[src/rtl/uart_cmd_pkg.sv]
// -----------------------------------------------------------------------------
// uart_cmd_pkg
// Shared types and constants for the UART command parser.
//   state_e       : parser FSM states
//   SYNC..NAK     : frame and reply byte constants
//   frame_chk_ok  : checksum rule for a received frame (CHK = CMD ^ ADDR ^ DATA)
// -----------------------------------------------------------------------------
package uart_cmd_pkg;

  typedef enum logic [2:0] {
    IDLE      = 3'd0,
    GET_CMD   = 3'd1,
    GET_ADDR  = 3'd2,
    GET_DATA  = 3'd3,
    GET_CHK   = 3'd4,
    EXEC      = 3'd5,
    READ_WAIT = 3'd6,
    RESP      = 3'd7
  } state_e;

  localparam logic [7:0] SYNC   = 8'hA5;
  localparam logic [7:0] CMD_WR = 8'h57;
  localparam logic [7:0] CMD_RD = 8'h52;
  localparam logic [7:0] ACK    = 8'h06;
  localparam logic [7:0] NAK    = 8'h15;

  function automatic logic frame_chk_ok(input logic [7:0] cmd,
                                        input logic [7:0] addr,
                                        input logic [7:0] data,
                                        input logic [7:0] chk);
    return (cmd ^ addr ^ data) == chk;
  endfunction

endpackage

[src/rtl/uart_cmd_parser_if.sv]
// -----------------------------------------------------------------------------
// uart_cmd_parser_if
// Bundles every non-clock signal of the UART command parser.
//   Receiver side    : REC_BYTE, RECEIVED
//   Register port    : WR_EN, WR_ADDR, WR_DATA, RD_ADDR, RD_DATA
//   Transmitter side : TX_BYTE, TX_VALID, TX_READY
//   Status           : BUSY, ERR_COUNT (only with UART_CMD_PARSER_ERRCNT_EN)
// modport master : the parser itself (drives strobes, addresses, reply)
// modport slave  : the surrounding receiver / register file / transmitter
// -----------------------------------------------------------------------------
interface uart_cmd_parser_if #(
  parameter int unsigned ADDR_W = 8
) ();

  logic [7:0]        REC_BYTE;
  logic              RECEIVED;
  logic              WR_EN;
  logic [ADDR_W-1:0] WR_ADDR;
  logic [7:0]        WR_DATA;
  logic [ADDR_W-1:0] RD_ADDR;
  logic [7:0]        RD_DATA;
  logic [7:0]        TX_BYTE;
  logic              TX_VALID;
  logic              TX_READY;
  logic              BUSY;
`ifdef UART_CMD_PARSER_ERRCNT_EN
  logic [7:0]        ERR_COUNT;
`endif

  modport master (
    input  REC_BYTE, RECEIVED, RD_DATA, TX_READY,
    output WR_EN, WR_ADDR, WR_DATA, RD_ADDR, TX_BYTE, TX_VALID, BUSY
`ifdef UART_CMD_PARSER_ERRCNT_EN
    , output ERR_COUNT
`endif
  );

  modport slave (
    output REC_BYTE, RECEIVED, RD_DATA, TX_READY,
    input  WR_EN, WR_ADDR, WR_DATA, RD_ADDR, TX_BYTE, TX_VALID, BUSY
`ifdef UART_CMD_PARSER_ERRCNT_EN
    , input ERR_COUNT
`endif
  );

endinterface

[src/rtl/uart_cmd_timeout.sv]
// -----------------------------------------------------------------------------
// uart_cmd_timeout
// Inter-byte watchdog for the command parser.
//   iCE_CLK, RST_N : clock, asynchronous active-low reset
//   i_clr          : restart the count (a byte arrived / frame started)
//   i_en           : count this cycle (parser is collecting a frame)
//   o_expire       : one-cycle pulse when TIMEOUT_CYCLES idle cycles elapsed
// A clear in the same cycle as expiry suppresses the pulse, so a byte that
// arrives exactly at the limit is still accepted.
// -----------------------------------------------------------------------------
module uart_cmd_timeout #(
  parameter int unsigned TIMEOUT_CYCLES = 1200000
) (
  input  logic iCE_CLK,
  input  logic RST_N,
  input  logic i_clr,
  input  logic i_en,
  output logic o_expire
);

  localparam int unsigned     CNT_W   = $clog2(TIMEOUT_CYCLES + 1);
  localparam logic [CNT_W-1:0] CNT_MAX = CNT_W'(TIMEOUT_CYCLES);

  logic [CNT_W-1:0] r_cnt;

  assign o_expire = i_en && !i_clr && (r_cnt == CNT_MAX);

  // NOTE: state registers use non-blocking (<=) so every flop samples the
  // pre-edge values; blocking here would create order-dependent simulation.
  always_ff @(posedge iCE_CLK or negedge RST_N) begin
    if (!RST_N) begin
      r_cnt <= '0;
    end else if (i_clr || o_expire) begin
      r_cnt <= '0;
    end else if (i_en) begin
      r_cnt <= r_cnt + CNT_W'(1);
    end
  end

endmodule

[src/rtl/uart_cmd_parser.sv]
// -----------------------------------------------------------------------------
// uart_cmd_parser
// Assembles 5-byte frames (SYNC CMD ADDR DATA CHK) from the UART receiver,
// performs a debug register write or read, and returns a one-byte reply
// (ACK, NAK or read data) to the UART transmitter.
//   iCE_CLK : system clock
//   RST_N   : asynchronous active-low reset
//   bus     : uart_cmd_parser_if.master (receiver, register port, transmitter,
//             BUSY, and ERR_COUNT when enabled)
// Parameters:
//   TIMEOUT_CYCLES : max idle cycles between frame bytes before abort
//   ADDR_W         : register address width, low bits of the ADDR byte
// Optional feature macro: UART_CMD_PARSER_ERRCNT_EN adds a saturating error
// counter (NAKs + timeouts) on ERR_COUNT, cleared by a write to address 0xFF.
// -----------------------------------------------------------------------------
module uart_cmd_parser
  import uart_cmd_pkg::*;
#(
  parameter int unsigned TIMEOUT_CYCLES = 1200000,
  parameter int unsigned ADDR_W         = 8
) (
  input  logic              iCE_CLK,
  input  logic              RST_N,
  uart_cmd_parser_if.master bus
);

  logic       r_rx_d;
  logic       w_rx_evt;
  state_e     r_state;
  state_e     w_state_nxt;
  logic [7:0] r_cmd;
  logic [7:0] r_addr;
  logic [7:0] r_data;
  logic [7:0] r_chk;
  logic [7:0] r_reply;
  logic [7:0] w_reply_nxt;
  logic       w_reply_load;
  logic       w_wr_en;
  logic       w_tx_valid;
  logic       w_to_en;
  logic       w_expire;
  logic       w_frame_ok;

  // Only the rising edge of RECEIVED counts, so a long strobe is one byte.
  assign w_rx_evt = bus.RECEIVED && !r_rx_d;

  assign w_frame_ok = ((r_cmd == CMD_WR) || (r_cmd == CMD_RD)) &&
                      frame_chk_ok(r_cmd, r_addr, r_data, r_chk);

  assign w_to_en = (r_state == GET_CMD) || (r_state == GET_ADDR) ||
                   (r_state == GET_DATA) || (r_state == GET_CHK);

  // Entry to GET_CMD is itself an rx_evt, so clearing on every byte event
  // also covers the frame start.
  uart_cmd_timeout #(
    .TIMEOUT_CYCLES(TIMEOUT_CYCLES)
  ) u_timeout (
    .iCE_CLK (iCE_CLK),
    .RST_N   (RST_N),
    .i_clr   (w_rx_evt),
    .i_en    (w_to_en),
    .o_expire(w_expire)
  );

  always_ff @(posedge iCE_CLK or negedge RST_N) begin
    if (!RST_N) begin
      r_state <= IDLE;
      r_rx_d  <= 1'b0;
    end else begin
      r_state <= w_state_nxt;
      r_rx_d  <= bus.RECEIVED;
    end
  end

  always_comb begin
    // NOTE: every output of this block gets a default first, so no path can
    // leave a signal unassigned and infer a latch.
    w_state_nxt  = r_state;
    w_wr_en      = 1'b0;
    w_tx_valid   = 1'b0;
    w_reply_load = 1'b0;
    w_reply_nxt  = r_reply;
    case (r_state)
      IDLE: begin
        if (w_rx_evt && (bus.REC_BYTE == SYNC)) w_state_nxt = GET_CMD;
      end
      GET_CMD: begin
        if (w_rx_evt)      w_state_nxt = GET_ADDR;
        else if (w_expire) w_state_nxt = IDLE;
      end
      GET_ADDR: begin
        if (w_rx_evt)      w_state_nxt = GET_DATA;
        else if (w_expire) w_state_nxt = IDLE;
      end
      GET_DATA: begin
        if (w_rx_evt)      w_state_nxt = GET_CHK;
        else if (w_expire) w_state_nxt = IDLE;
      end
      GET_CHK: begin
        if (w_rx_evt)      w_state_nxt = EXEC;
        else if (w_expire) w_state_nxt = IDLE;
      end
      EXEC: begin
        if (!w_frame_ok) begin
          w_reply_load = 1'b1;
          w_reply_nxt  = NAK;
          w_state_nxt  = RESP;
        end else if (r_cmd == CMD_WR) begin
          w_wr_en      = 1'b1;
          w_reply_load = 1'b1;
          w_reply_nxt  = ACK;
          w_state_nxt  = RESP;
        end else begin
          w_state_nxt  = READ_WAIT;
        end
      end
      READ_WAIT: begin
        // RD_ADDR has been stable since EXEC, so RD_DATA is valid now.
        w_reply_load = 1'b1;
        w_reply_nxt  = bus.RD_DATA;
        w_state_nxt  = RESP;
      end
      RESP: begin
        w_tx_valid = 1'b1;
        if (bus.TX_READY) w_state_nxt = IDLE;
      end
      default: w_state_nxt = IDLE;
    endcase
  end

  // Frame fields and reply; bytes arriving outside GET_* fall through.
  always_ff @(posedge iCE_CLK or negedge RST_N) begin
    if (!RST_N) begin
      // NOTE: these registers drive WR_ADDR/WR_DATA/RD_ADDR directly, so they
      // are reset to give zero outputs out of reset, not left as don't-care.
      r_cmd   <= '0;
      r_addr  <= '0;
      r_data  <= '0;
      r_chk   <= '0;
      r_reply <= '0;
    end else begin
      if (w_rx_evt) begin
        case (r_state)
          GET_CMD:  r_cmd  <= bus.REC_BYTE;
          GET_ADDR: r_addr <= bus.REC_BYTE;
          GET_DATA: r_data <= bus.REC_BYTE;
          GET_CHK:  r_chk  <= bus.REC_BYTE;
          default:  ;
        endcase
      end
      if (w_reply_load) r_reply <= w_reply_nxt;
    end
  end

  assign bus.WR_EN    = w_wr_en;
  assign bus.WR_ADDR  = r_addr[ADDR_W-1:0];
  assign bus.WR_DATA  = r_data;
  assign bus.RD_ADDR  = r_addr[ADDR_W-1:0];
  assign bus.TX_VALID = w_tx_valid;
  assign bus.TX_BYTE  = w_tx_valid ? r_reply : 8'h00;
  assign bus.BUSY     = (r_state != IDLE);

`ifdef UART_CMD_PARSER_ERRCNT_EN
  logic [7:0] r_err_cnt;
  logic       w_err_inc;
  logic       w_err_clr;

  assign w_err_inc = ((r_state == EXEC) && !w_frame_ok) || w_expire;
  // The full ADDR byte is compared so a narrow ADDR_W cannot alias onto it.
  assign w_err_clr = w_wr_en && (r_addr == 8'hFF);

  always_ff @(posedge iCE_CLK or negedge RST_N) begin
    if (!RST_N) begin
      r_err_cnt <= '0;
    end else if (w_err_clr) begin
      r_err_cnt <= '0;
    end else if (w_err_inc && (r_err_cnt != 8'hFF)) begin
      r_err_cnt <= r_err_cnt + 8'd1;
    end
  end

  assign bus.ERR_COUNT = r_err_cnt;
`endif

endmodule

[src/flat_wrapper.sv]
// flat-port wrapper written by rule: the top's interface ports become plain ports
module uart_cmd_parser_flat import uart_cmd_pkg::*;
#(
  parameter int unsigned TIMEOUT_CYCLES = 1200000,
  parameter int unsigned ADDR_W         = 8
)
  (iCE_CLK, RST_N, bus_REC_BYTE, bus_RECEIVED, bus_RD_DATA, bus_TX_READY, bus_WR_EN, bus_WR_ADDR, bus_WR_DATA, bus_RD_ADDR, bus_TX_BYTE, bus_TX_VALID, bus_BUSY);
  uart_cmd_parser_if #(.ADDR_W(ADDR_W)) bus_i ();
  input  logic iCE_CLK;
  input  logic RST_N;
  input wire logic [$bits(bus_i.REC_BYTE)-1:0] bus_REC_BYTE;
  input wire logic [$bits(bus_i.RECEIVED)-1:0] bus_RECEIVED;
  input wire logic [$bits(bus_i.RD_DATA)-1:0] bus_RD_DATA;
  input wire logic [$bits(bus_i.TX_READY)-1:0] bus_TX_READY;
  output wire logic [$bits(bus_i.WR_EN)-1:0] bus_WR_EN;
  output wire logic [$bits(bus_i.WR_ADDR)-1:0] bus_WR_ADDR;
  output wire logic [$bits(bus_i.WR_DATA)-1:0] bus_WR_DATA;
  output wire logic [$bits(bus_i.RD_ADDR)-1:0] bus_RD_ADDR;
  output wire logic [$bits(bus_i.TX_BYTE)-1:0] bus_TX_BYTE;
  output wire logic [$bits(bus_i.TX_VALID)-1:0] bus_TX_VALID;
  output wire logic [$bits(bus_i.BUSY)-1:0] bus_BUSY;
  assign bus_i.REC_BYTE = bus_REC_BYTE;
  assign bus_i.RECEIVED = bus_RECEIVED;
  assign bus_i.RD_DATA = bus_RD_DATA;
  assign bus_i.TX_READY = bus_TX_READY;
  assign bus_WR_EN = bus_i.WR_EN;
  assign bus_WR_ADDR = bus_i.WR_ADDR;
  assign bus_WR_DATA = bus_i.WR_DATA;
  assign bus_RD_ADDR = bus_i.RD_ADDR;
  assign bus_TX_BYTE = bus_i.TX_BYTE;
  assign bus_TX_VALID = bus_i.TX_VALID;
  assign bus_BUSY = bus_i.BUSY;
  uart_cmd_parser #(.TIMEOUT_CYCLES(TIMEOUT_CYCLES), .ADDR_W(ADDR_W)) u_core (.iCE_CLK(iCE_CLK), .RST_N(RST_N), .bus(bus_i));
endmodule
[config.mk]
export PLATFORM = sky130hd
export DESIGN_NAME = uart_cmd_parser_flat
export DESIGN_NICKNAME = d
export VERILOG_FILES = /design/src/rtl/uart_cmd_pkg.sv /design/src/rtl/uart_cmd_parser_if.sv /design/src/rtl/uart_cmd_timeout.sv /design/src/rtl/uart_cmd_parser.sv /design/src/flat_wrapper.sv
export SDC_FILE = /design/constraint.sdc
export NUM_CORES = 1
export LEC_CHECK = 0
export ABC_CLOCK_PERIOD_IN_PS = 2300
export CAP_MARGIN = 20
export CELL_PAD_IN_SITES_DETAIL_PLACEMENT = 1
export CELL_PAD_IN_SITES_GLOBAL_PLACEMENT = 1
export CORE_ASPECT_RATIO = 0.5
export CORE_MARGIN = 5
export CORE_UTILIZATION = 35
export DETAILED_ROUTE_END_ITERATION = 10
export GPL_TIMING_DRIVEN = 0
export PLACE_DENSITY = 0.64
export SYNTH_ARGS = -nofsm -noshare
export SYNTH_HDL_FRONTEND = slang
export SYNTH_SLANG_ARGS = --single-unit
[constraint.sdc]
create_clock -name iCE_CLK -period 2.3 [get_ports iCE_CLK]
set_input_delay 0.345 -clock iCE_CLK [delete_from_list [all_inputs] [get_ports iCE_CLK]]
set_output_delay 0.345 -clock iCE_CLK [all_outputs]
set_load 0.01 [all_outputs]
==> results of run 1 <==
cell usage after synthesis, drive strengths merged, types with 2 or more instances:
master and count:
a21o 3, a21oi 9, a22o 4, a22oi 4, a31oi 2, a32oi 2, and2 11, and3 3
and4 2, buf 14, clkbuf 3, dfrtp 65, ha 2, inv 7, mux2 33, nand2 21
nand2b 5, nand3 11, nand4 8, nor2 26, nor2b 8, nor3 6, nor4 11, nor4bb 3
o21ai 7, o31ai 2, or4 2, xnor2 25, xor2 14
metrics by stage:
| stage | total power [mW] | utilization | instance area, um^2 | TNS [ns] | hold slack (ns) |
|---|---|---|---|---|---|
| finish | 6.578 | 0.4995 | 4781 | -0.06735 | 0.1055 |
| global route | 6.995 | 0.4995 | 4781 | -0.2167 | 0.1726 |
| CTS | 6.444 | 0.4868 | 4659 | -0.7225 | 0.1476 |
| detailed placement | 4.620 | 0.4375 | 4188 | -2.037 | 0.4914 |
| global placement | 4.486 | 0.4378 | 4190 | -88.13 | 0.4757 |
| floorplan | 3.593 | - | 3481 | 0 | 0.04941 |
what timing repair did:
action | 4_1_cts | 5_1_grt
setup buffers | 14 | 8
setup endpoints to repair | 10 | 19
pin swaps | 4 | 8
resized for setup | 15 | 19
path summary, 6_finish.rpt:
path / startpoint / to / slack, ns / depth (start not counted)
max: u_core.r_cmd[5]$_DFFE_PN0P_ / bus_WR_EN / -0.07 / 7
min reg2reg: u_core.r_reply[0]$_DFFE_PN0P_ / u_core.r_reply[0]$_DFFE_PN0P_ / 0.50 / 2
max reg2reg: u_core.r_cmd[5]$_DFFE_PN0P_ / u_core.r_reply[2]$_DFFE_PN0P_ / 0.05 / 10
min: RST_N / u_core.bus.RD_ADDR[3]$_DFFE_PN0P_ / 0.11 / 1
max in group asynchronous: RST_N / u_core.r_state[2]$_DFFE_PN0P_ / 1.56 / 1
min in group iCE_CLK: u_core.r_reply[0]$_DFFE_PN0P_ / u_core.r_reply[0]$_DFFE_PN0P_ / 0.50 / 2
area by class of cell:
class	count	area share
Sequential cell	65	0.3410
Clock inverter	6	0.01937
Multi-Input combinational cell	237	0.3850
Inverter	7	0.005496
Timing Repair Buffer	73	0.1437
Buffer	16	0.02225
Clock buffer	10	0.04789
Tap cell	135	0.03533
layout by cell type (no fill, tap or decap), types with 3 or more instances in the layout:
cell type and n:
dfrtp_1 62, clkdlybuf4s50_1 52, mux2_2 33, buf_4 28, nor2_1 26, xnor2_1 22, nand2_1 20, xor2_1 13
and2_1 11, nand3_1 10, clkbuf_16 9, nor2b_1 8, nor4_1 8, nand4_1 8, a21oi_1 8, inv_1 6
buf_2 5, nand2b_1 5, o21ai_0 5, a22o_1 4, a22oi_1 4, xnor2_2 3, nor3_1 3, a21o_1 3
buf_6 3, dfrtp_2 3
critical path, cell delays in order, from the launching register on:
cell      delay [ns]
dfrtp_2         0.45
nor4bb_4        0.34
nand2_2         0.11
nor4_4          0.23
nand3_2         0.15
buf_6           0.15
nor3_4          0.11
buf_2           0.15
per-layer routing:
| metal | vias to the layer above | track usage |
|---|---|---|
| met5 | - | 0 |
| met1 | 1468 | 0.2096 |
| li1 | 1327 | - |
| met2 | 45 | 0.3068 |
| met3 | 9 | 0.05411 |
| met4 | 0 | 0.04340 |
flip-flops by register name, summed over array words and instances (netlist names):
| register | cells |
|---|---|
| u_core.r_cmd | 8 |
| u_core.bus.RD_ADDR | 8 |
| u_core.r_rx_d | 1 |
| u_core.r_state | 3 |
| u_core.u_timeout.r_cnt | 21 |
| u_core.bus.WR_DATA | 8 |
| u_core.r_chk | 8 |
| u_core.r_reply | 8 |
kinds of logic (layout without fill, tap and decap cells):
family                   Yosys count  count (layout)  share of synthesized area
AND/OR/NAND/NOR                  121             121                     0.1930
buffers and inverters             24             112                    0.03774
multiplexers                      33              33                     0.1068
XOR/XNOR                          39              39                    0.09813
adder cells (fa/ha/maj)            2               2                   0.007188
flip-flops                        65              65                     0.4673
AO/OA/AOI/OAI                     42              42                    0.08987
power breakdown:
part | switching [mW] | internal (mW) | total [mW]
sequential | 0.437 | 1.56 | 2.00
combinational | 1.38 | 1.73 | 3.10
clock | 0.527 | 0.952 | 1.48
==> results.toml, run 1 <==
[clock_network]
clock_sinks = 65
clk_path_buf_depth = 2
numCtsBuffers = 9
clk_latency_ns = 0.34
clkTransAtPathRegs_ns = 0.06
htreeDepth = 3
clockRootBuffer = "clkbuf_16"
holdBufCountCts = 0
tritoncts = "done"

[drt]
top_layer = "met4"
dr_wl_met2_um = 5181
num_vias = 2849
wl_per_cell_um = 18.13
vias_per_cell = 5.189
drt_iter0_drc = 74
drt-met1-wl_um = 4264
wl_um = 9955
antenna_left = 0
dr_wl_met3_um = 410
drc_errors = 0
drt_pre_antenna_iters = 4

[sta]
period_share = 1.029
tightest_slew_ns = 0.8591
fin_crit_ns = 2.367
skew_ns = 0.006494
slew-limit-headroom = 0.4273
rsz0062_at_grt = "yes"
slew_violations = 0
hold_viol = 0
setup_ws_ns = -0.06735
finalSetupViolCount = 1
fmax_mhz = 422.4

[status]
outcome = "finished, violations left"
violations = "negative setup slack"

[grt]
grt_max_degree = 66
gr-total-overflow = 0
grt_pass1_wl_um = 16450
grt_pass1_vias = 3206
antenna_found_initial = 0
grtUsageTotal = 0.1747

[final_layout]
regArea_um2 = 1630
antenna_cells = 0
multiInputGateArea_um2 = 1841
syn2layout_area_growth_pct = 37.35
nFillCells = 1042
layout.cells.non_filler = 549
drive_gt1_frac = 0.2585
nets = 431

[synth]
netlist_area_um2 = 3481
yosysUniqueCellTypes = 49
syn_area_per_cell_um2 = 10.68
yosysWarnings = 0
synth-edff-count = 0
synth_seq_cells = 65
ys_seq_area_frac = 0.4673
synth_top_area_cell = "dfrtp_1"
netlist_top_cells_area = "dfrtp_1 47%, mux2_2 11%, xnor2_1 6.3%"
syn_nets = 348
synthFlopType = "dfrtp_1"
synthCells = 326
synth_top_area_frac = 0.4673
async_reset_ff_frac = 1.000

[critical_path]
startpoint_type = "flip-flop"
required_ns = 1.96
cp-end-kind = "primary output"
cp.arrival_ns = 2.02
setup.worst_path.class = "flip-flop to primary output"
critPathMaxFanout = 3

[place]
pre_cts_ws_ns = -0.5544
place_inst = 515
dp_hpwl_um = 6898
gp_congestion = 0.7842
io_buffers = 54

[power]
p_per_area_nw_per_um2 = 1376
vdd_drop_max_uv = 634.7
p_leak_nw = 1.998

[floorplan]
die_w_um = 151.0
ioPinCount = 55
dieArea_um2 = 12160
fp.dieH_um = 80.52
num_rows = 25
core-area_um2 = 9572
initial_core_util = 0.3637

[worst_hold_path]
hold_path_class = "input pin to async pin"

[flow_run]
drv_cap = 0
Note: power is estimated with default switching activity, not from simulation.
==> run 2, diff against run 1 <==
--- a/config.mk
+++ b/config.mk
@@ -13,8 +13,9 @@
 export CORE_MARGIN = 5
 export CORE_UTILIZATION = 35
 export DETAILED_ROUTE_END_ITERATION = 10
+export DONT_BUFFER_PORTS = 1
 export GPL_TIMING_DRIVEN = 0
-export PLACE_DENSITY = 0.64
+export PLACE_DENSITY = 0.66
 export SYNTH_ARGS = -nofsm -noshare
 export SYNTH_HDL_FRONTEND = slang
 export SYNTH_SLANG_ARGS = --single-unit
==> run 2 against run 1 <==
Cell area fell by 15%. Sequential share of layout area increased by 6.1 points. Via count fell by 9.3%. Largest cell class unchanged. Global-route usage is 1.8 points lower. Worst setup slack gained 0.14 ns. Clock skew about the same. Critical endpoint unchanged. Clock power decreased by 9%. The run now ends clean. Non-clock buffer count is 69 lower. Combinational power decreased by 30%.
==> results.toml, run 2 (synthesis gave the netlist of run 1 again) <==
[status]
outcome = "completed"

[drt]
num_vias = 2585
drc_errors = 0
vias_per_cell = 5.385
antenna_left = 0
wl_per_cell_um = 18.44
drt_iter0_drc = 120
wl_um = 8852
drt_pre_antenna_iters = 4

[place]
pre_cts_ws_ns = -0.1745
io_buffers = 0
dp_hpwl_um = 6248
gp_congestion = 0.7648

[final_layout]
layout_commonest_cell = "dfrtp_1"
nets = 362
drive_gt1_frac = 0.2203
top_register = "u_core.u_timeout.r_cnt"
antenna_cells = 0
syn2layout_area_growth_pct = 16.28
final_cell_mix = "65 x dfrtp_1, 33 x mux2_2, 26 x nor2_1, 25 x xnor2_1, 21 x nand2_1"
largest_register_ffs = 21

[flow_run]
drv_cap = 0

[grt]
gr-total-overflow = 0
grtUsageMet1 = 0.1897
grt_pass1_vias = 2833
grt_pass1_wl_um = 14860
grt_max_degree = 66
grtUsageTotal = 0.1571
use_met2 = 0.2739
antenna_found_initial = 0
grtUsageMet3 = 0.04566
busiest_layer = "met2"

[sta]
fmax_mhz = 448.2
hold_viol = 0
tightest_slew_ns = 0.6815
skew_ns = 0.006668
fin_setup_tns_ns = 0
setup_ws_ns = 0.06872
period_share = 0.9701
fin_crit_ns = 2.231
finalSetupViolCount = 0
slew_violations = 0
hold_slack_ns = 0.04163
slew-limit-headroom = 0.5397

[power]
p_leak_nw = 1.695
sequentialPowerShare = 0.372
vdd_drop_max_uv = 696.0
p_per_area_nw_per_um2 = 1379
p_int_mw = 3.465
pwr-share-clk = 0.241
p_sw_frac = 0.3792
pwr-share-comb = 0.388
power.switching_mw = 2.117

[critical_path]
path_buf_inv = 0
startpoint_type = "flip-flop"
cp.arrival_ns = 1.89
slowest_delay_ns = 0.44
cp_top_family = "simple AND/OR/NAND/NOR gates"
slowest_stage = "dfrtp_1"
critPathMaxFanout = 3
cp-end-kind = "primary output"
setup.worst_path.class = "flip-flop to primary output"
worstPathCellList = "xor2_1 > xnor2_1 > nor4_4 > nand3_2 > nor3_4"
required_ns = 1.96

[clock_network]
numCtsBuffers = 9
clk_latency_ns = 0.33
clk_path_buf_depth = 2
tritoncts = "done"
clockRootBuffer = "clkbuf_16"
clkTransAtPathRegs_ns = 0.05
clock_sinks = 65
htreeDepth = 3

[floorplan]
fp.dieH_um = 80.52
dieArea_um2 = 12160
core-area_um2 = 9572
die_w_um = 151.0
num_rows = 25
ioPinCount = 55
initial_core_util = 0.3637

[worst_hold_path]
hold_path_class = "input pin to flip-flop"
==> run 2: routing by layer <==
layer	routed length [um]	share of wire	up-vias
met1	3857	0.44	1345
met5	0	0	-
met2	4568	0.52	31
li1	-	-	1197
met4	122	0.014	0
met3	303	0.034	12
==> run 2: worst paths after layout <==
kind / start / to / slack (ns) / depth (start not counted)
min in group asynchronous: RST_N / u_core.r_cmd[6]$_DFFE_PN0P_ / 0.56 / 2
min: bus_RECEIVED / u_core.r_rx_d$_DFF_PN0_ / 0.04 / 0
min reg2reg: u_core.r_reply[4]$_DFFE_PN0P_ / u_core.r_reply[4]$_DFFE_PN0P_ / 0.51 / 2
max reg2reg: u_core.u_timeout.r_cnt[0]$_DFFE_PN0P_ / u_core.r_state[0]$_DFFE_PN0P_ / 0.18 / 7
max in group asynchronous: RST_N / u_core.u_timeout.r_cnt[19]$_DFFE_PN0P_ / 1.46 / 2
max: u_core.bus.WR_DATA[1]$_DFFE_PN0P_ / bus_WR_EN / 0.07 / 5
==> run 2: power by group through the flow <==
| stage | Combinational (mW) | Sequential [mW] | Clock, mW |
|---|---|---|---|
| floorplan | 1.65 | 1.95 | 0 |
| global placement | 1.90 | 2.04 | 0 |
| detailed placement | 1.97 | 2.08 | 0 |
| CTS | 2.10 | 2.08 | 1.37 |
| global route | 2.38 | 2.14 | 1.43 |
| finish | 2.16 | 2.07 | 1.34 |
==> run 2: final cells by class <==
type                       count  area (um^2)
clock buffer                  13        250.2
tap                          135        168.9
sequential                    65         1627
fill                        1085         5524
clock inverter                 3        40.04
timing repair buffer           3        45.04
multi-input combinational    237         1782
inverter                       7        26.28
buffer                        17        108.9
==> run 2: worst register-to-register path, stage by stage (launching register included) <==
cell     delay (ns)
dfrtp_1        0.44
inv_1          0.09
ha_1           0.15
and4b_1        0.25
nand4_1        0.11
o41ai_1        0.47
a31oi_1        0.18
a211o_1        0.33
==> run 2: metrics by stage <==
step                utilization  total power [mW]  cell area [um^2]  cells
finish                   0.4229             5.582              4048    480
global route             0.4229             5.952              4048    480
global placement         0.3813             3.944              3650    461
CTS                      0.4210             5.552              4030    480
detailed placement       0.3813             4.054              3650    461
floorplan                     -             3.593              3481    326
==> run 2: timing repair <==
action,CTS,global route
hold buffers,2,0
endpoints found under the setup margin,9,10
resized for setup,8,5
setup buffers,1,0
pin swaps,3,0
endpoints found under the hold margin,65,0
gates cloned,0,0
==> run 3, diff against run 2 <==
--- a/config.mk
+++ b/config.mk
@@ -15,7 +15,7 @@
 export DETAILED_ROUTE_END_ITERATION = 10
 export DONT_BUFFER_PORTS = 1
 export GPL_TIMING_DRIVEN = 0
-export PLACE_DENSITY = 0.66
+export PLACE_DENSITY = 0.58
 export SYNTH_ARGS = -nofsm -noshare
 export SYNTH_HDL_FRONTEND = slang
 export SYNTH_SLANG_ARGS = --single-unit
==> run 3 against run 2 <==
First-iteration DRC count is 1.7% lower. Utilization increased by 0.18 points. Clock-buffer cell count is 3 lower. Flip-flop and latch count unchanged. Critical path depth is the same. Cell area up 0.43%. Die area did not move. Sequential share of layout area fell by 0.11 points.
==> results.toml, run 3 (synthesis gave the netlist of run 1 again) <==
[status]
outcome = "completed"

[clock_network]
numCtsBuffers = 9
clk_latency_ns = 0.34
tritoncts = "done"
clock_sinks = 65
clockRootBuffer = "clkbuf_16"
clkTransAtPathRegs_ns = 0.06
htreeDepth = 3
clk_path_buf_depth = 2

[drt]
dr_wl_met3_um = 470
drt_pre_antenna_iters = 4
dr_wl_met2_um = 4306
wl_um = 8825
drc_errors = 0
antenna_left = 0
drt_iter0_drc = 118
top_layer = "met4"
num_vias = 2549
wl_per_cell_um = 18.27
vias_per_cell = 5.277
drt-met1-wl_um = 3852

[power]
p_leak_nw = 1.702
vdd_drop_max_uv = 587.3
p_per_area_nw_per_um2 = 1348

[worst_hold_path]
holdPathEnd = "u_core.r_rx_d$_DFF_PN0_"
hold_path_class = "input pin to flip-flop"
hp-start = "bus_RECEIVED"
min_path_cells = 0

[grt]
antenna_found_initial = 0
grtUsageTotal = 0.1604
grt_pass1_vias = 2852
grt_pass1_wl_um = 14960
gr-total-overflow = 0
grt_max_degree = 66

[place]
place_inst = 461
io_buffers = 0
dp_hpwl_um = 6275
gp_congestion = 0.7511
pre_cts_ws_ns = -0.1661

[floorplan]
fp.dieH_um = 80.52
core-area_um2 = 9572
ioPinCount = 55
initial_core_util = 0.3637
dieArea_um2 = 12160
num_rows = 25
die_w_um = 151.0

[final_layout]
drive_gt1_frac = 0.2443
syn2layout_area_growth_pct = 16.79
top_register = "u_core.u_timeout.r_cnt"
layout_commonest_cell = "dfrtp_1"
final_cell_mix = "63 x dfrtp_1, 33 x mux2_2, 26 x nor2_1, 24 x xnor2_1, 21 x nand2_1"
antenna_cells = 0
nets = 365
largest_register_ffs = 21
nFillCells = 1083
layout.cells.non_filler = 483

[critical_path]
r2r_slack_ns = 0.18
worstPathCellList = "xor2_1 > xnor2_1 > nor4_2 > nand3_1 > nor3_4"
cp-end-kind = "primary output"
ff2ff_path_depth = 7
reg2reg_to = "u_core.r_state[0]$_DFFE_PN0P_"
startpoint_type = "flip-flop"
cp.arrival_ns = 1.87
setup.worst_path.class = "flip-flop to primary output"
required_ns = 1.96
slowest_delay_ns = 0.45
slowest_stage = "dfrtp_2"
reg2reg_from = "u_core.u_timeout.r_cnt[0]$_DFFE_PN0P_"
critPathMaxFanout = 4

[sta]
rsz0062_at_grt = "yes"
slew-limit-headroom = 0.5280
fin_crit_ns = 2.216
fmax_mhz = 451.3
hold_viol = 0
finalSetupViolCount = 0
tightest_slew_ns = 0.6988
hold_slack_ns = 0.03800
skew_ns = 0.008607
slew_violations = 0
setup_ws_ns = 0.08439
period_share = 0.9633
fin_setup_tns_ns = 0

[flow_run]
drv_cap = 0
-- run 3: cell types whose count changed in the layout (fill, tap and decap cells not counted), sizes merged --
cell      delta
bufinv       -1
clkbuf       -3
clkinv       +1
clkinvlp     +2
inv          +1
buf          +3
-- run 3: area by class of cell --
class / instances / area [um^2] / share of cell area
plain buffers: 17 / 108.9 / 0.02678
multi-input cells: 237 / 1783 / 0.4386
inverters: 7 / 26.28 / 0.006464
well taps: 135 / 168.9 / 0.04155
clock inverters: 6 / 42.54 / 0.01046
repair buffers: 6 / 67.56 / 0.01662
clock buffers: 10 / 239.0 / 0.05879
flip-flops and latches: 65 / 1629 / 0.4007
-- run 3: timing repair --
action                                  4_1_cts  5_1_grt
endpoints found under the setup margin        9       17
resized for setup                             6        9
endpoints found under the hold margin        65        0
hold buffers                                  2        0
buffers inserted                              1        3
pin swaps                                     1        4
-- run 3: worst max-delay path: cells and delay by family (launching register included) --
kind / cells / cell delay (ns)
AND/OR/NAND/NOR: 3 / 0.78
XOR/XNOR: 2 / 0.30
flip-flops: 1 / 0.45
-- run 3: per-stage QoR --
stage	utilization	total power, mW	area [um^2]
after floorplan	-	3.593	3481
after global placement	0.3813	3.955	3650
after detailed placement	0.3813	4.058	3650
after CTS	0.4190	5.484	4010
after global routing	0.4247	5.874	4065
final	0.4247	5.481	4065
-- run 3: metal layers --
| layer | vias to the layer above | track usage |
|---|---|---|
| met1 | 1296 | 0.1931 |
| met4 | 0 | 0.06329 |
| li1 | 1192 | - |
| met5 | - | 0 |
| met3 | 18 | 0.05862 |
| met2 | 43 | 0.2623 |
-- run 3: how the worst max path moves through the flow --
| stage | start | to | slack [ns] | cells after the start |
|---|---|---|---|---|
| after floorplan | u_core.r_cmd[3]$_DFFE_PN0P_ | bus_WR_EN | 0.34 | 5 |
| after global routing | u_core.bus.WR_DATA[5]$_DFFE_PN0P_ | bus_WR_EN | -0.05 | 5 |
| after global placement | u_core.r_cmd[3]$_DFFE_PN0P_ | bus_WR_EN | -0.15 | 5 |
| after detailed placement | u_core.r_cmd[3]$_DFFE_PN0P_ | bus_WR_EN | -0.17 | 5 |
| after CTS | u_core.bus.RD_ADDR[3]$_DFFE_PN0P_ | bus_WR_EN | -0.07 | 5 |
| final | u_core.bus.RD_ADDR[4]$_DFFE_PN0P_ | bus_WR_EN | 0.08 | 5 |
-- run 3: power breakdown --
| group | internal [mW] | switching [mW] |
|---|---|---|
| clock | 0.760 | 0.539 |
| combinational | 1.08 | 1.04 |
| sequential | 1.56 | 0.511 |
